**src/rtl/hazard_ctrl_pkg.sv**
```systemverilog
// Shared definitions for the pipeline hazard controller: FSM encoding,
// register-address width and the pipeline control word.
package hazard_ctrl_pkg;

   localparam int REG_W = 6;

   typedef enum logic [1:0] {
      ST_RUN   = 2'd0,
      ST_STALL = 2'd1,
      ST_FLUSH = 2'd2
   } state_e;

   typedef struct packed {
      logic pc_write;
      logic ifid_write;
      logic ifid_flush;
      logic idex_bubble;
   } ctrl_t;

   // All enables low; the bubble/flush bits are then raised on top of this.
   localparam ctrl_t CTRL_NOP   = '0;
   localparam ctrl_t CTRL_RUN   = '{pc_write: 1'b1, ifid_write: 1'b1, ifid_flush: 1'b0, idex_bubble: 1'b0};
   localparam ctrl_t CTRL_STALL = '{pc_write: 1'b0, ifid_write: 1'b0, ifid_flush: 1'b0, idex_bubble: 1'b1};
   localparam ctrl_t CTRL_FLUSH = '{pc_write: 1'b1, ifid_write: 1'b1, ifid_flush: 1'b1, idex_bubble: 1'b1};

endpackage

```
**src/rtl/hazard_ctrl_cmp.sv**
```systemverilog
// Two-source / one-destination register match. Register 0 is not special.
module hazard_cmp
   import hazard_ctrl_pkg::*;
(
   input  logic [REG_W-1:0] rs_i,
   input  logic [REG_W-1:0] rt_i,
   input  logic             use_rs_i,
   input  logic             use_rt_i,
   input  logic [REG_W-1:0] rd_i,
   input  logic             reg_write_i,
   output logic             hit_o
);

   assign hit_o = reg_write_i & ((use_rs_i & (rs_i == rd_i)) |
                                 (use_rt_i & (rt_i == rd_i)));

endmodule

```
**src/rtl/hazard_ctrl.sv**
```systemverilog
// Stall/flush sequencer for the 3-stage pipeline without forwarding, with
// saturating debug counters for stalled cycles and taken-branch flushes.
module hazard_ctrl
   import hazard_ctrl_pkg::*;
#(
   parameter int FLUSH_CYCLES = 2,
   parameter int CNT_W        = 16
) (
   input  logic             clock,
   input  logic             reset,
   input  logic [REG_W-1:0] id_rs,
   input  logic [REG_W-1:0] id_rt,
   input  logic             id_use_rs,
   input  logic             id_use_rt,
   input  logic [REG_W-1:0] ex_rd,
   input  logic             ex_regWrite,
   input  logic [REG_W-1:0] wb_rd,
   input  logic             wb_regWrite,
   input  logic             ex_branch_taken,
   output logic             pc_write,
   output logic             ifid_write,
   output logic             ifid_flush,
   output logic             idex_bubble,
   output logic [1:0]       state,
   output logic [CNT_W-1:0] stall_cnt,
   output logic [CNT_W-1:0] flush_cnt
);

   localparam logic [1:0]       FCNT_INIT = 2'(FLUSH_CYCLES - 1);
   localparam logic [CNT_W-1:0] CNT_ONE   = {{(CNT_W-1){1'b0}}, 1'b1};

   state_e           state_q, state_d;
   logic [1:0]       scnt_q, scnt_d;
   logic [1:0]       fcnt_q, fcnt_d;
   logic [CNT_W-1:0] stall_cnt_q, stall_cnt_d;
   logic [CNT_W-1:0] flush_cnt_q, flush_cnt_d;
   logic             hz_ex, hz_wb;
   logic             stall_inc, flush_inc;
   ctrl_t            ctrl;

   hazard_cmp u_cmp_ex (
      .rs_i(id_rs), .rt_i(id_rt), .use_rs_i(id_use_rs), .use_rt_i(id_use_rt),
      .rd_i(ex_rd), .reg_write_i(ex_regWrite), .hit_o(hz_ex)
   );

   hazard_cmp u_cmp_wb (
      .rs_i(id_rs), .rt_i(id_rt), .use_rs_i(id_use_rs), .use_rt_i(id_use_rt),
      .rd_i(wb_rd), .reg_write_i(wb_regWrite), .hit_o(hz_wb)
   );

   always_comb begin
      state_d   = state_q;
      scnt_d    = scnt_q;
      fcnt_d    = fcnt_q;
      ctrl      = CTRL_NOP;
      stall_inc = 1'b0;
      flush_inc = 1'b0;
      unique case (state_q)
         ST_RUN: begin
            if (ex_branch_taken) begin
               ctrl      = CTRL_FLUSH;
               flush_inc = 1'b1;
               // With a single squash cycle this RUN cycle does all the work.
               if (FLUSH_CYCLES > 1) begin
                  state_d = ST_FLUSH;
                  fcnt_d  = FCNT_INIT;
               end
            end else if (hz_ex) begin
               ctrl      = CTRL_STALL;
               stall_inc = 1'b1;
               state_d   = ST_STALL;
               scnt_d    = 2'd1;
            end else if (hz_wb) begin
               ctrl      = CTRL_STALL;
               stall_inc = 1'b1;
            end else begin
               ctrl = CTRL_RUN;
            end
         end
         ST_STALL: begin
            ctrl      = CTRL_STALL;
            stall_inc = 1'b1;
            if (scnt_q <= 2'd1) begin
               state_d = ST_RUN;
               scnt_d  = 2'd0;
            end else begin
               scnt_d = scnt_q - 2'd1;
            end
         end
         ST_FLUSH: begin
            ctrl = CTRL_FLUSH;
            if (fcnt_q <= 2'd1) begin
               state_d = ST_RUN;
               fcnt_d  = 2'd0;
            end else begin
               fcnt_d = fcnt_q - 2'd1;
            end
         end
         default: state_d = ST_RUN;
      endcase
   end

   always_comb begin
      stall_cnt_d = stall_cnt_q;
      flush_cnt_d = flush_cnt_q;
      if (stall_inc && (stall_cnt_q != '1)) stall_cnt_d = stall_cnt_q + CNT_ONE;
      if (flush_inc && (flush_cnt_q != '1)) flush_cnt_d = flush_cnt_q + CNT_ONE;
   end

   always_ff @(posedge clock) begin
      if (reset) begin
         state_q     <= ST_RUN;
         scnt_q      <= 2'd0;
         fcnt_q      <= 2'd0;
         stall_cnt_q <= '0;
         flush_cnt_q <= '0;
      end else begin
         state_q     <= state_d;
         scnt_q      <= scnt_d;
         fcnt_q      <= fcnt_d;
         stall_cnt_q <= stall_cnt_d;
         flush_cnt_q <= flush_cnt_d;
      end
   end

   assign pc_write    = ctrl.pc_write;
   assign ifid_write  = ctrl.ifid_write;
   assign ifid_flush  = ctrl.ifid_flush;
   assign idex_bubble = ctrl.idex_bubble;
   assign state       = state_q;
   assign stall_cnt   = stall_cnt_q;
   assign flush_cnt   = flush_cnt_q;

endmodule

```
**config.mk**
```make
export PLATFORM = sky130hd
export DESIGN_NAME = hazard_ctrl
export DESIGN_NICKNAME = d
export VERILOG_FILES = /design/src/rtl/hazard_ctrl_pkg.sv /design/src/rtl/hazard_ctrl_cmp.sv /design/src/rtl/hazard_ctrl.sv
export SDC_FILE = /design/constraint.sdc
export NUM_CORES = 1
export LEC_CHECK = 0
export BUFFER_PORTS_ARGS = -buffer_cell sky130_fd_sc_hd__buf_2
export CORE_MARGIN = 2
export CORE_UTILIZATION = 48
export DETAILED_ROUTE_END_ITERATION = 7
export PLACE_DENSITY = 0.88
export SYNTH_ARGS = -nofsm -noshare
export SYNTH_HDL_FRONTEND = slang
export SYNTH_SLANG_ARGS = --single-unit
export TNS_END_PERCENT = 20
```
**constraint.sdc**
```tcl
create_clock -name clock -period 1.98 [get_ports clock]
set_input_delay 0.099 -clock clock [delete_from_list [all_inputs] [get_ports clock]]
set_output_delay 0.099 -clock clock [all_outputs]
set_load 0.05 [all_outputs]
```
==> impl_metrics.tcl, run 1 <==
set metrics [dict create \
    path_max_fanout 7 \
    gp_congestion 0.892 \
    tightest_slew_ps 533 \
    wl_um 6630 \
    htree_levels 2 \
    vias_per_cell 5.80 \
    avgRoutedWirePerCell_um 14.5 \
    synth_area_mm2 0.00257 \
    rows 26 \
    async_reset_ff_share_pct 0 \
    report.final.slew_viol_count 0 \
    syn_area_per_cell_um2 8.10 \
    dieArea_mm2 0.00595 \
    clock-sinks 38 \
    pre_cts_ws_ps 82.4 \
    worstPathArrival_ps 2080 \
    ys_ff_latch 38 \
    ctsHoldBuffers 0 \
    clockBufferDepth 2 \
    root_buffer "clkbuf_8" \
    power.density_mw_per_mm2 595 \
    status "completed" \
    die_h_um 77.2 \
    crit_type "flop to flop" \
    grt_pass1_vias 2590 \
    grt_max_degree 34 \
    hold_violations 0 \
    area_growth_pct 23.3 \
    first_pass_iters 4 \
    setup_viol 0 \
    drcViolationCount 0 \
    synth_top_flop_cell "dfxtp_1" \
    final_cells 457 \
    synthTopCellsByArea "dfxtp_1 30%, xnor2_1 8.9%, nand3_1 6.6%" \
    ant_nets 0 \
    synth_top_area_share_pct 29.6 \
    fin_crit_sh_pct 94.9 \
    grt.overflow.total 0 \
    ys_warn_count 0 \
    final_area_mm2 0.00317 \
    hold_class "input port to flop" \
    hpwl_um 4800 \
    synth_edf_count 0 \
    yosysMostFrequentCell "dfxtp_1" \
    antenna_found_initial 0 \
    worst_skew_pair.late_latency_ps 300 \
    cts_buffers 5 \
    fin_util_pct 61.6 \
    syn_inst 317 \
    grt_pass1_wl_um 11100 \
    nNetsFinal 423 \
    groute.usage.overall_pct 22.4 \
    ys_seq_area_share_pct 29.6 \
    placed_cells 446 \
    max-slew-margin-rel_pct 64.5 \
    clk_pin_slew_ps 80 \
    max_cap_violations 0 \
    critPathCaptureType "flop" \
    synthDistinctLibCells 46 \
    leakage_nw 1.22 \
    vias 2651 \
    startpoint_type "flop" \
    start_util_pct 50.0 \
    skew_ps 3.21 \
    cts_tree "done" \
    drive_gt1_share_pct 28.4 \
    drt-initial-drc-count 172 \
    synthesis.nets 354 \
    final.min_clock_period_ps 1880 \
    power.total_mw 1.88 \
    required_ps 2180 \
    yosysTopAreaCell "dfxtp_1" \
    diodes 0 \
    numPortBuffers 68 \
    synthTopCellsByCount "38 x dfxtp_1, 34 x nand3_1, 26 x xnor2_1, 25 x nor2_1, 22 x a21oi_1" \
    io_pins 69 \
    core_area_mm2 0.00514 \
    fin_ws_ps 102 \
    die_w_um 77.2 \
    place_area_mm2 0.00300 \
    fmax_mhz 532 \
    vdd_drop_max_v 0.000544 \
]
-- kinds of logic (layout without fill, tap and decap cells) --
group                      count (synthesis)  in the layout  synth area share, %
muxes                                      3              3                 1.22
buffers and inverters                     26             95                 4.68
and+or+nand+nor                          139            140                 29.5
xor gates and xnor gates                  36             36                 12.3
AOI/OAI and AO/OA                         69             69                 19.8
DFF                                       38             38                 29.6
adders and majority gates                  6              6                 2.92
-- where the power goes --
part | switching (mW) | total, mW | internal (mW)
logic | 0.206 | 0.329 | 0.123
registers | 0.0193 | 0.796 | 0.776
clock network | 0.306 | 0.760 | 0.454
total | 0.531 | 1.88 | 1.35
-- metal layers --
metal  global-route usage, %  vias up  part of all wire, %
li1                        -     1319                    -
met1                    26.4     1235                   44
met2                    39.0       79                   49
met3                    5.29       18                  4.2
met4                    9.11        0                  2.3
met5                       0        -                    0
-- path summary, 6_finish.rpt --
check / from / end / slack (ps) / cells past startpoint
max: stall_cnt[0]$_SDFFE_PP0P_ / stall_cnt[9]$_SDFFE_PP0P_ / 100 / 6
min: ex_regWrite / state[0]$_SDFFE_PP0P_ / 100 / 3
max reg2reg: stall_cnt[0]$_SDFFE_PP0P_ / stall_cnt[9]$_SDFFE_PP0P_ / 100 / 6
min reg2reg: fcnt_q[1]$_SDFFE_PP0P_ / fcnt_q[1]$_SDFFE_PP0P_ / 490 / 1
-- registers in the layout, indices dropped and copies added (netlist names) --
signal     count
flush_cnt     16
stall_cnt     16
fcnt_q         2
scnt_q         2
state          2
-- metrics by stage --
step           setup TNS (ps)  hold WS, ps
6_report                    0         98.1
5_1_grt                 -31.3         91.9
4_1_cts                     0         93.0
3_5_place_dp                0          417
3_3_place_gp                0          406
2_1_floorplan            -833          264
-- cell usage in the layout (no fill, tap or decap), types with 10 or more instances in the layout --
master / instances
dfxtp_1: 28
nand2b_1: 18
buf_4: 10
nand2_1: 13
nor2_1: 24
nand3_1: 34
xnor2_1: 26
xor2_1: 10
a21oi_1: 21
buf_2: 68
-- area by class of cell --
| class | count | area, um^2 |
|---|---|---|
| Inverter | 9 | 33.8 |
| Clock inverter | 2 | 38.8 |
| Timing Repair Buffer | 78 | 415 |
| Sequential cell | 38 | 781 |
| Fill cell | 451 | 1970 |
| Tap cell | 70 | 87.6 |
| Multi-Input combinational cell | 254 | 1720 |
| Clock buffer | 6 | 93.8 |
-- critical path: stages (launching register included) --
cell and delay (ps):
dfxtp_2 360, ha_1 210, nand3_1 160, nor2_4 230
a41oi_4 210, and2_2 330, o311ai_1 280
-- what timing repair did --
item	CTS	global route
endpoints found under the setup margin	0	8
gates resized for setup	0	3
buffers inserted	0	2
(Power assumes the default switching activity.)
==> inputs of run 2 (changes only) <==
--- a/config.mk
+++ b/config.mk
@@ -6,7 +6,6 @@
 export NUM_CORES = 1
 export LEC_CHECK = 0
 export BUFFER_PORTS_ARGS = -buffer_cell sky130_fd_sc_hd__buf_2
-export CORE_MARGIN = 2
 export CORE_UTILIZATION = 48
 export DETAILED_ROUTE_END_ITERATION = 7
 export PLACE_DENSITY = 0.88
==> impl_metrics.tcl, run 2 (synthesis gave the netlist of run 1 again) <==
set metrics [dict create \
    status "completed" \
    power_frac_clock_pct 36.0 \
    avgRoutedWirePerCell_um 14.2 \
    worst_skew_pair.late_latency_ps 290 \
    vdd_drop_max_v 0.000408 \
    gp_congestion 0.922 \
    htree_levels 2 \
    start_util_pct 50.0 \
    rows 26 \
    worstHoldEndpoint "state[0]$_SDFFE_PP0P_" \
    tns_ps 0 \
    area_growth_pct 23.0 \
    p_int_mw 1.25 \
    drive_gt1_share_pct 28.9 \
    cts_resized 0 \
    placed_cells 450 \
    path_max_fanout 28 \
    final_cell_mix "68 x buf_2, 34 x nand3_1, 28 x dfxtp_1, 26 x xnor2_1, 24 x nor2_1" \
    drcViolationCount 0 \
    clk_pin_slew_ps 80 \
    postCtsSetupRepairBufs 0 \
    p_sw_uw 505 \
    setup_viol 0 \
    r2r_slack_ps 140 \
    min_from "ex_regWrite" \
    max-slew-margin-rel_pct 65.3 \
    reg2reg_depth 5 \
    seqPwrFrac_pct 45.3 \
    layout_commonest_cell "buf_2" \
    numPortBuffers 68 \
    ant_nets 0 \
    combPwrFrac_pct 18.7 \
    fin_crit_sh_pct 93.0 \
    nNetsFinal 424 \
    power.density_mw_per_mm2 556 \
    max_cap_violations 0 \
    p_sw_share_pct 28.8 \
    grt_pass1_wl_um 10500 \
    root_buffer "clkbuf_8" \
    hold_class "input port to flop" \
    vias 2677 \
    worstPathArrival_ps 2030 \
    dieArea_mm2 0.00565 \
    hold_violations 0 \
    grt.overflow.total 0 \
    first_pass_iters 4 \
    cts_buffers 5 \
    leakage_nw 1.22 \
    final_cells 458 \
    skew_ps 5.04 \
    whs_path_depth 3 \
    diodes 0 \
    fmax_mhz 543 \
    cts_tree "done" \
    timing.rr.end "stall_cnt[11]$_SDFFE_PP0P_" \
    io_pins 69 \
    final.min_clock_period_ps 1840 \
    grt_pass1_vias 2484 \
    grt_max_degree 34 \
    hpwl_um 4640 \
    core_area_mm2 0.00514 \
    crit_type "flop to flop" \
    clock-sinks 38 \
    critPathCaptureType "flop" \
    report.final.slew_viol_count 0 \
    vias_per_cell 5.84 \
    clockBufferDepth 2 \
    groute.usage.overall_pct 23.7 \
    ctsHoldBuffers 0 \
    tightest_slew_ps 521 \
    die_w_um 75.2 \
    startpoint_type "flop" \
    reg2reg_from "stall_cnt[8]$_SDFFE_PP0P_" \
    drt-initial-drc-count 147 \
    antenna_found_initial 0 \
    required_ps 2160 \
    hold_ws_ps 97.7 \
    wl_um 6480 \
    die_h_um 75.2 \
]
## run 2: cell count changes in the layout (fill, tap and decap cells not counted), sizes merged
| cell | delta |
|---|---|
| and2 | -1 |
| buf | +2 |
| bufinv | -1 |
| clkbuf | +2 |
| clkinv | -1 |
## run 2: power by group through the flow
stage          combinational (mW)  clock, mW  sequential, mW
2_1_floorplan               0.190          0           0.847
3_3_place_gp                0.318          0           0.812
3_5_place_dp                0.324          0           0.813
4_1_cts                     0.326      0.637           0.795
5_1_grt                     0.356      0.668           0.800
6_report                    0.329      0.632           0.796
## run 2: cell type report
class | instances | area, um^2
sequential | 38 | 781
timing repair buffer | 80 | 430
multi-input combinational | 253 | 1720
tap | 70 | 87.6
clock buffer | 8 | 110
inverter | 9 | 33.8
fill | 448 | 1980
## run 2: per-layer routing
metal,global-route usage [%],vias up,part of all wire [%]
li1,-,1323,-
met1,26.8,1249,43
met2,42.9,86,49
met3,5.09,19,5.3
met4,10.5,0,2.3
met5,0,-,0
## run 2: how the worst max path moves through the flow
stage,start,to,slack (ps),cells past startpoint
2_1_floorplan,state[0]$_SDFFE_PP0P_,idex_bubble,-150,5
3_3_place_gp,ex_rd[1],stall_cnt[0]$_SDFFE_PP0P_,190,8
3_5_place_dp,stall_cnt[0]$_SDFFE_PP0P_,stall_cnt[13]$_SDFFE_PP0P_,90,6
4_1_cts,stall_cnt[0]$_SDFFE_PP0P_,stall_cnt[13]$_SDFFE_PP0P_,80,6
5_1_grt,state[1]$_SDFFE_PP0P_,flush_cnt[12]$_SDFFE_PP0P_,-50,7
6_report,stall_cnt[8]$_SDFFE_PP0P_,stall_cnt[11]$_SDFFE_PP0P_,140,5
## run 2: critical path: stages (launching register included)
cell	delay, ps
dfxtp_4	390
and4_1	220
and4_2	340
a41oi_2	160
buf_4	270
o311ai_0	350
## run 2: stage by stage
step	utilization, %	area, um^2	power (mW)	setup WS, ps
after global placement	59.0	3030	1.13	194
after CTS	61.1	3140	1.76	78.8
after global routing	61.5	3160	1.82	-45.6
after floorplan	-	2620	1.04	-146
final	61.5	3160	1.76	138
after detailed placement	59.0	3030	1.14	88.5
==> inputs of run 3 (changes only) <==
==> constraint.sdc (replaced) <==
create_clock -name clock -period 1.98 [get_ports clock]
set_input_delay 0.297 -clock clock [delete_from_list [all_inputs] [get_ports clock]]
set_output_delay 0.297 -clock clock [all_outputs]
set_load 0.05 [all_outputs]
==> impl_metrics.tcl, run 3 (synthesis gave the netlist of run 1 again) <==
set metrics [dict create \
    status "completed" \
    leakage_nw 1.23 \
    io_pins 69 \
    vias 2639 \
    crit_slowest_cell "dfxtp_2" \
    hold_class "input port to flop" \
    p_int_mw 1.28 \
    seqPwrFrac_pct 44.4 \
    drt-initial-drc-count 177 \
    combPwrFrac_pct 19.0 \
    nNetsFinal 424 \
    critPathMaxStageDelay_ps 350 \
    p_sw_uw 516 \
    dieArea_mm2 0.00565 \
    max-slew-margin-rel_pct 62.3 \
    root_buffer "clkbuf_8" \
    die_w_um 75.2 \
    path_max_fanout 9 \
    crit_chain "inv_1 -> ha_2 -> buf_4 -> o211ai_1 -> nand2_2 -> buf_2" \
    fin_crit_sh_pct 98.1 \
    p_sw_share_pct 28.8 \
    required_ps 1680 \
    final_cells 458 \
    cts_tree "done" \
    critPathCaptureType "output pin" \
    clockBufferDepth 2 \
    setup_viol 0 \
    tightest_slew_ps 565 \
    power.density_mw_per_mm2 562 \
    ant_nets 0 \
    wl_um 6340 \
    rsz0062_at_grt "true" \
    drive_gt1_share_pct 30.2 \
    first_pass_iters 4 \
    cp_top_family "buffers and inverters" \
    hpwl_um 4640 \
    layout_commonest_cell "buf_2" \
    startpoint_type "flop" \
    worst_skew_pair.late_latency_ps 290 \
    grt_pass1_wl_um 10400 \
    clock-sinks 38 \
    htree_levels 2 \
    core_area_mm2 0.00514 \
    max_cap_violations 0 \
    vdd_drop_max_v 0.000420 \
    groute.usage.overall_pct 23.2 \
    final_cell_mix "67 x buf_2, 34 x nand3_1, 27 x dfxtp_1, 25 x xnor2_1, 24 x nor2_1" \
    grt_max_degree 36 \
    final.min_clock_period_ps 1940 \
    drcViolationCount 0 \
    r2r_slack_ps 130 \
    gp_congestion 0.896 \
    hold_ws_ps 309 \
    nFillCells 453 \
    grt.overflow.total 0 \
    grt_pass1_vias 2435 \
    vias_per_cell 5.76 \
    start_util_pct 50.0 \
    worstPathArrival_ps 1650 \
    ctsHoldBuffers 0 \
    report.final.slew_viol_count 0 \
    skew_ps 4.81 \
    area_growth_pct 24.3 \
    placed_cells 448 \
    clk_pin_slew_ps 80 \
    fmax_mhz 515 \
    numPortBuffers 68 \
    diodes 0 \
    rows 26 \
    cts_buffers 5 \
    die_h_um 75.2 \
    avgRoutedWirePerCell_um 13.8 \
    path_buf_inv 3 \
    antenna_found_initial 0 \
    hold_violations 0 \
    crit_type "flop to output pin" \
    power_frac_clock_pct 36.7 \
]
run 3: power by group through the flow:
stage / clock, mW / combinational, mW / sequential, mW
after floorplan: 0 / 0.195 / 0.847
after global placement: 0 / 0.321 / 0.812
after detailed placement: 0 / 0.329 / 0.813
after CTS: 0.669 / 0.332 / 0.795
after global routing: 0.701 / 0.363 / 0.798
final: 0.657 / 0.341 / 0.795
run 3: path summary, 6_finish.rpt:
kind	from	end	depth (start not counted)
setup / recovery	state[1]$_SDFFE_PP0P_	ifid_write	6
hold / removal	ex_regWrite	state[0]$_SDFFE_PP0P_	3
setup reg to reg	stall_cnt[0]$_SDFFE_PP0P_	stall_cnt[8]$_SDFFE_PP0P_	6
hold reg to reg	fcnt_q[1]$_SDFFE_PP0P_	fcnt_q[1]$_SDFFE_PP0P_	1
run 3: per-layer routing:
metal  share of wire, %  up-vias  global-route usage (%)
met1                 44     1242                    28.8
met5                  0        -                       0
li1                   -     1314                       -
met4                1.7        0                    7.82
met2                 50       69                    40.2
met3                4.4       14                    4.69
run 3: worst reg2reg max path: cells and delay by family, from the launching register on:
family,cells,cell delay (ps)
flip-flops,1,350
AND/OR/NAND/NOR,4,1090
AO/OA/AOI/OAI,1,110
adder cells (fa/ha/maj),1,210
run 3: area by class of cell:
cell class,instances,area (um^2),share of cell area (%)
multi-input cells,253,1740,54.6
flip-flops and latches,38,782,24.5
repair buffers,80,437,13.7
well taps,70,87.6,2.74
clock buffers,5,68.8,2.16
clock inverters,3,40.0,1.25
inverters,9,33.8,1.06
run 3: timing repair:
| action | 4_1_cts | 5_1_grt |
|---|---|---|
| setup buffers | 0 | 2 |
| gates resized for setup | 3 | 6 |
| pin swaps | 0 | 3 |
| endpoints found under the setup margin | 1 | 18 |
run 3: through the flow:
stage          setup slack (ps)  setup TNS, ps  cell area, um^2  power (mW)  util (%)
6_report                   37.7              0             3190        1.79      62.1
5_1_grt                   -41.4           -138             3190        1.86      62.1
4_1_cts                    14.0              0             3150        1.80      61.2
3_5_place_dp              -94.3           -356             3030        1.14      59.0
3_3_place_gp              -44.2          -44.2             3030        1.13      59.0
2_1_floorplan              -104           -788             2630        1.04         -
